File: src/rtl/ppf_frame_sched.sv
// ppf_frame_sched: commutates a serial sample stream into LANES-wide frames for the polyphase bank and sequences the zero-frame flush.
// Latency: frame strobe 1 cycle after the last accepted sample; out_valid_o PIPE_LAT cycles after each strobe.
// Backpressure: s_ready_o stays high in FILL (frames never stall) and is low for the whole flush sequence.
module ppf_frame_sched #(
   parameter int LANES     = 8,
   parameter int DIN_WIDTH = 32,
   parameter int TAPS      = 4,
   parameter int PIPE_LAT  = 6,
   parameter int CNT_WIDTH = 16
) (
   input  logic                       clk_i,
   input  logic                       rst_i,
   input  logic                       s_valid_i,
   output logic                       s_ready_o,
   input  logic [DIN_WIDTH-1:0]       s_data_i,
   input  logic                       flush_i,
   output logic [LANES*DIN_WIDTH-1:0] lane_data_o,
   output logic                       lane_valid_o,
   output logic                       out_valid_o,
   output logic [CNT_WIDTH-1:0]       frame_cnt_o,
   output logic                       busy_o,
   output logic                       flush_done_o
);

   localparam int IDX_W = (LANES > 1) ? $clog2(LANES) : 1;
   localparam int ZC_W  = (TAPS > 1) ? $clog2(TAPS) : 1;
   localparam logic [IDX_W-1:0] LAST_IDX  = IDX_W'(LANES - 1);
   localparam logic [ZC_W-1:0]  LAST_ZERO = ZC_W'(TAPS - 1);

   typedef enum logic [1:0] {FILL, PAD, ZERO, WAIT} state_t;

   state_t                          state;
   logic [IDX_W-1:0]                idx;
   logic [IDX_W-1:0]                gap;
   logic [ZC_W-1:0]                 zcnt;
   logic [LANES-1:0][DIN_WIDTH-1:0] stage;
   logic [LANES-1:0][DIN_WIDTH-1:0] stage_fill;
   logic [LANES-1:0][DIN_WIDTH-1:0] lane_q;
   logic [PIPE_LAT-1:0]             occ;
   logic [PIPE_LAT-1:0]             occ_nxt;
   logic                            accept;
   logic                            last_accept;

   assign accept      = s_valid_i && s_ready_o;
   assign last_accept = accept && (idx == LAST_IDX);
   assign occ_nxt     = {occ[PIPE_LAT-2:0], lane_valid_o};
   assign out_valid_o = occ[PIPE_LAT-1];
   assign lane_data_o = lane_q;

   // Staging view with this cycle's sample already placed; first sample lands in the top lane.
   always_comb begin
      stage_fill = stage;
      if (accept) begin
         stage_fill[LAST_IDX - idx] = s_data_i;
      end
   end

   // Commutator and flush sequencer; every output it drives is registered.
   always_ff @(posedge clk_i) begin
      if (rst_i) begin
         state        <= FILL;
         idx          <= '0;
         gap          <= '0;
         zcnt         <= '0;
         stage        <= '0;
         lane_q       <= '0;
         lane_valid_o <= 1'b0;
         s_ready_o    <= 1'b0;
         busy_o       <= 1'b0;
         flush_done_o <= 1'b0;
      end else begin
         lane_valid_o <= 1'b0;
         flush_done_o <= 1'b0;
         case (state)
            FILL: begin
               s_ready_o <= 1'b1;
               if (last_accept) begin
                  lane_q       <= stage_fill;
                  lane_valid_o <= 1'b1;
                  stage        <= '0;
                  idx          <= '0;
               end else if (accept) begin
                  stage <= stage_fill;
                  idx   <= idx + IDX_W'(1);
               end
               // A sample arriving with the flush is absorbed first; a completed frame skips PAD.
               if (flush_i) begin
                  s_ready_o <= 1'b0;
                  busy_o    <= 1'b1;
                  gap       <= '0;
                  zcnt      <= '0;
                  if (last_accept || (!accept && idx == '0)) begin
                     state <= ZERO;
                  end else begin
                     state <= PAD;
                  end
               end
            end
            PAD: begin
               lane_q       <= stage;
               lane_valid_o <= 1'b1;
               stage        <= '0;
               idx          <= '0;
               gap          <= '0;
               state        <= ZERO;
            end
            ZERO: begin
               // Zero frames go out every LANES cycles so the bank sees the normal frame cadence.
               if (gap == LAST_IDX) begin
                  gap          <= '0;
                  lane_q       <= '0;
                  lane_valid_o <= 1'b1;
                  if (zcnt == LAST_ZERO) begin
                     state <= WAIT;
                  end else begin
                     zcnt <= zcnt + ZC_W'(1);
                  end
               end else begin
                  gap <= gap + IDX_W'(1);
               end
            end
            WAIT: begin
               // Done is flagged as the pipeline empties; ready returns the cycle after the pulse.
               if (flush_done_o) begin
                  state     <= FILL;
                  s_ready_o <= 1'b1;
                  busy_o    <= 1'b0;
               end else if (occ_nxt == '0) begin
                  flush_done_o <= 1'b1;
               end
            end
            default: begin
               state <= FILL;
            end
         endcase
      end
   end

   // Pipeline occupancy: each frame strobe walks PIPE_LAT stages to mark its DFT output.
   always_ff @(posedge clk_i) begin
      if (rst_i) begin
         occ <= '0;
      end else begin
         occ <= occ_nxt;
      end
   end

   // Output frame counter, free-running modulo 2^CNT_WIDTH.
   always_ff @(posedge clk_i) begin
      if (rst_i) begin
         frame_cnt_o <= '0;
      end else if (out_valid_o) begin
         frame_cnt_o <= frame_cnt_o + CNT_WIDTH'(1);
      end
   end

endmodule

File: config.mk
export PLATFORM = sky130hd
export DESIGN_NAME = ppf_frame_sched
export DESIGN_NICKNAME = d
export VERILOG_FILES = /design/src/rtl/ppf_frame_sched.sv
export SDC_FILE = /design/constraint.sdc
export NUM_CORES = 1
export LEC_CHECK = 0
export BUFFER_PORTS_ARGS = -buffer_cell sky130_fd_sc_hd__buf_2
export CORE_MARGIN = 3
export CORE_UTILIZATION = 45
export CTS_CLUSTER_SIZE = 24
export DETAILED_ROUTE_END_ITERATION = 7
export PLACE_DENSITY = 0.65
export SLEW_MARGIN = 10
export SYNTH_ARGS = -nofsm -noshare
export SYNTH_HDL_FRONTEND = slang
export SYNTH_SLANG_ARGS = --single-unit
File: constraint.sdc
create_clock -name clk_i -period 5.9 [get_ports clk_i]
set_clock_uncertainty 0.2 [all_clocks]
set_input_delay 0.59 -clock clk_i [delete_from_list [all_inputs] [get_ports clk_i]]
set_output_delay 0.59 -clock clk_i [all_outputs]
set_load 0.005 [all_outputs]
# Word level (Yosys, flattened, before mapping)
# Cells that the tools add are included.
# totals
out_inout_bits	277
elab_cells	104
latch_bits	0
mem_count	0
inputBits	36
ram_bits	0
regBits	548
romBits	0
# classes
addsub	5
n_eq_ne	13
magnitude_cmp	2
mux	36
mul	0
n_bitwise	1
n_reduce_logical	21
n_div	0
shifts	0
# ops
cell	count
$mux W256	5
$pmux W256 S3	1
$pmux W256 S2	1
$bwmux W256	1
$demux W32 S3	1
$mux W32	1
$add A16 B1 Y16 const B	1
$mux W2	8
$mux W3	4
$ne A2 B2 Y1 const B	6
$pmux W3 S3	1
$pmux W2 S4	1
$reduce_and A4 Y1	2
$mux W1	7
$add A3 B1 Y3 const B	2
$eq A2 B2 Y1 const B	3
$eq A3 B3 Y1 const B	2
$logic_not A6 Y1	1
$pmux W3 S2	1
$reduce_and A2 Y1	3
$reduce_and A3 Y1	2
$reduce_bool A2 Y1	3
$logic_and A1 B1 Y1	4
$lt A3 B4 Y1 const B	1
15 further kinds	16

# Depth between registers and ports, before layout
# depth
word_depth	10
mapped_depth	10
mapped_depth_nobuf	6

# Worst setup path before layout
# Ideal clock, no wire load.
# synth_timing
kind	flip-flop to flip-flop
start	register state[0]
end	register lane_q, in the netlist lane_data_o[51]
stages_incl_launch_ff	10
synth_period_minus_slack_ps	2227
setup_slack_ps	3673
t_arrival_ps	1895
setup_time_ps	132
path_buffers	3
required_ps	5568
cell_sequence	dfxtp_1 > inv_1 > ha_1 > buf_2 > and4b_1 > a21oi_1 > buf_2 > buf_4 > a221oi_1 > nor3_1
# synth_via
elab_chain_len	3
word_cells_on_any_way	8
classes_between	eq/ne: 4; mux: 1; reduce/logical: 3
# synth_rtl
element	line	text
start, declared	32	state_t state;
start signal, assigned	61	state <= FILL;
start signal, assigned	93	state <= ZERO;
start signal, assigned	95	state <= PAD;
$eq A2 B2 Y1 (tied with other cells)	74	case (state)
$ne A2 B2 Y1 (no source line) / $reduce_bool A3 Y1 (equally long branches)	n/a	
$reduce_and A3 Y1 (no source line)	n/a	
end signal, assigned	78	lane_q <= stage_fill;
end signal, assigned	100	lane_q <= stage;
end, declared	38	logic [LANES-1:0][DIN_WIDTH-1:0] lane_q;
# Several ways; a longest one is shown, not always the timed one.
# A chain may end at the register's enable or synchronous reset.

# Final worst setup path
# layout_timing
start	register state[0]
end	register lane_q, in the netlist lane_data_o[68]
# Same word-level chain as after synthesis.

==> metrics.txt <==
Routed WL 68.39 mm; worst skew pair latency 0.60 ns; Final Hold Viols 0; top-area cell type share of the netlist area 0.5256; mean cell area of the mapped netlist 9.973 um2; Setup violations, final 0; #FFs+latches synth 548; Worst Hold Launch flush_i; Req. time, crit path 6.21 ns; DRT Pass-1 Iters 6; initial antenna violation count 3; predominant post-synthesis flop cell dfxtp_1; CTS tree yes; fmax 294.9 MHz; routability cong. 0.8456; Rows 78; share of cells above drive strength 1 0.2016; drc violations 0; WP data arrival 3.71 ns; dpl hpwl 42.03 mm; first-pass GRT wire length 105.1 mm; reg-to-reg setup timing slack 2.51 ns; Worst Hold Margin 0.1245 ns; Clock Sinks 548; Post-synth EDFFs 0; Die Span Y 221.4 um; Area Growth Syn to Fin 15.27%; HP Class primary input to register; RSZ-0062 raised after global routing false; Port Buffer Count 312; worst rel slew slack 0.1889; type of origin of the critical path register; crit-path max FO 78; grt ovf 0; wire per inst 23.62 um; I/O Pins 313; setup TNS after final layout 0 ns; initial core utilization 0.4580; Post-DRT Antenna Nets 0; vias per std cell 6.248; die area 0.04901 mm2; fin cells 2895; deepest clock path buffer count 3; vias in the first global route 17390; die width 221.4 um; post-cts repair resize count 0; via count 18090; largest net degree at the start of global routing 168; WS Path Type register to register; Cells after DPL 2791; Yosys warning count 0; slew of the pin with the lowest slew margin 1.214 ns; FF-to-FF path depth 7; maximum VDD drop 0.0003304 V; MaxCap Viol Count 0; Period minus WS final 3.390 ns; post-synth top area cell dfxtp_1; post-synthesis sequential area ratio 0.5256; WHS Endpoint s_ready_o; Gate Count Post-Synth 2093; synth top area cells dfxtp_1 (53%), a221oi_1 (10%), nor3_1 (5.9%); Crit Reg-Reg Startpoint state[0]; total CTS buffers 56; Worst Hold Depth 4; fin crit share 0.5747; Worst R2R End lane_data_o[68]; CTS clock-pin slew for the worst setup and hold paths 0.06 ns; GRT Total Usage 0.2655; Yosys cell types 53; Setup Buffers After CTS 0; CTS root buffer clkbuf_16; ys async rst share 0; syn nets 2141; Layout Nets 2297; max-slew violations 0; initial DRC count 1654; status complete, no violations; Leak Pwr 9.666 nW; cts hold-fix bufs 0; P per Cell Area 558.1 mW/mm2; Mapped Area 0.02087 mm2; area of the core 0.04558 mm2; CP endpoint kind register; H-tree depth 2
==> area by class of cell <==
| class | count | area, um2 |
|---|---|---|
| antenna | 3 | 7.507 |
| clock buffer | 85 | 1642 |
| clock inverter | 16 | 143.9 |
| fill | 4176 | 21520 |
| inverter | 4 | 15.01 |
| multi-input combinational | 1301 | 8740 |
| sequential | 548 | 10970 |
| tap | 600 | 750.7 |
| timing repair buffer | 338 | 1792 |
==> metrics by stage <==
step           instance area, um2  worst slack (ns)  utilization  power, W
2_1_floorplan               20870             3.673            -  0.008176
3_3_place_gp                22270             2.674       0.4886  0.009906
3_5_place_dp                22270             2.602       0.4886  0.009972
4_1_cts                     24050             2.575       0.5278   0.01346
5_1_grt                     24060             2.303       0.5279   0.01422
6_report                    24060             2.510       0.5279   0.01343
==> power breakdown <==
group	total [W]	internal [W]	switching (W)
clock network	0.00347	0.00200	0.00147
logic	0.00494	0.00169	0.00325
registers	0.00502	0.00449	0.000524
==> flip-flops by register name (all words and copies together), names as in the netlist <==
signal / flops
lane_data_o: 256
state: 2
busy_o: 1
lane_valid_o: 1
zcnt: 2
gap: 3
frame_cnt_o: 16
flush_done_o: 1
idx: 3
s_ready_o: 1
occ: 6
stage: 256
==> Yosys cell counts (3+ instances only) <==
master	n
mux2i_1	4
a22o_1	128
o311ai_0	3
nand3_1	9
mux2_2	3
a221oi_1	246
ha_1	12
a211oi_1	14
nand2b_1	40
buf_4	3
clkbuf_1	80
o2bb2ai_1	127
buf_2	127
a21oi_4	8
nand4_1	7
inv_1	4
nor2_1	292
o211ai_1	9
and2_1	3
xor2_1	6
nor3_2	3
a21oi_1	29
nand2_1	12
dfxtp_1	548
a21oi_2	4
buf_6	26
and3_1	4
nor2b_1	47
xnor2_1	5
o21ai_0	13
nor3_1	248
==> cells in the final DEF, fill, tap and decap left out, drive strengths merged, types with 5 or more instances in the layout <==
cell	n
dfxtp	548
buf	338
nor2	294
nor3	251
a221oi	246
a22o	128
o2bb2ai	127
clkbuf	85
nor2b	47
a21oi	41
nand2b	40
a211oi	14
o21ai	13
nand2	12
ha	12
clkinv	10
nand3	9
o211ai	9
nand4	7
xor2	6
xnor2	5
inv	5
==> routing by layer <==
layer | routed length [um] | global-route usage | share of wire | vias up
met5 | 0 | 0 | 0 | -
met4 | 1633 | 0.07748 | 0.024 | 0
met3 | 5910 | 0.06023 | 0.086 | 116
met2 | 29870 | 0.3987 | 0.44 | 829
met1 | 30980 | 0.3827 | 0.45 | 8956
li1 | - | - | - | 8186
==> worst max-delay path, cell delays in order (launching register included) <==
cell and delay (ns):
dfxtp_1 0.34, inv_1 0.12, ha_1 0.37, nor2b_1 0.44
a21o_4 0.68, buf_4 0.63, a221oi_1 0.18, nor3_1 0.27
==> kinds of logic after synthesis <==
| kind of cell | share of synthesized area |
|---|---|
| fa+ha+maj | 0.007193 |
| mux | 0.004256 |
| flops | 0.5256 |
| simple gates | 0.1575 |
| buf+inv | 0.06150 |
| compound gates | 0.2394 |
| xor+xnor | 0.004615 |
==> worst max path at each step <==
stage | from | to | slack, ns | cells past startpoint
floorplan | state[0] | lane_data_o[51] | 3.67 | 9
global placement | state[0] | lane_data_o[70] | 2.67 | 7
detailed placement | state[0] | lane_data_o[68] | 2.60 | 7
CTS | state[0] | lane_data_o[68] | 2.58 | 7
global route | state[1] | stage[227] | 2.30 | 6
finish | state[0] | lane_data_o[68] | 2.51 | 7
No activity file was read; power rests on OpenSTA's default activity.
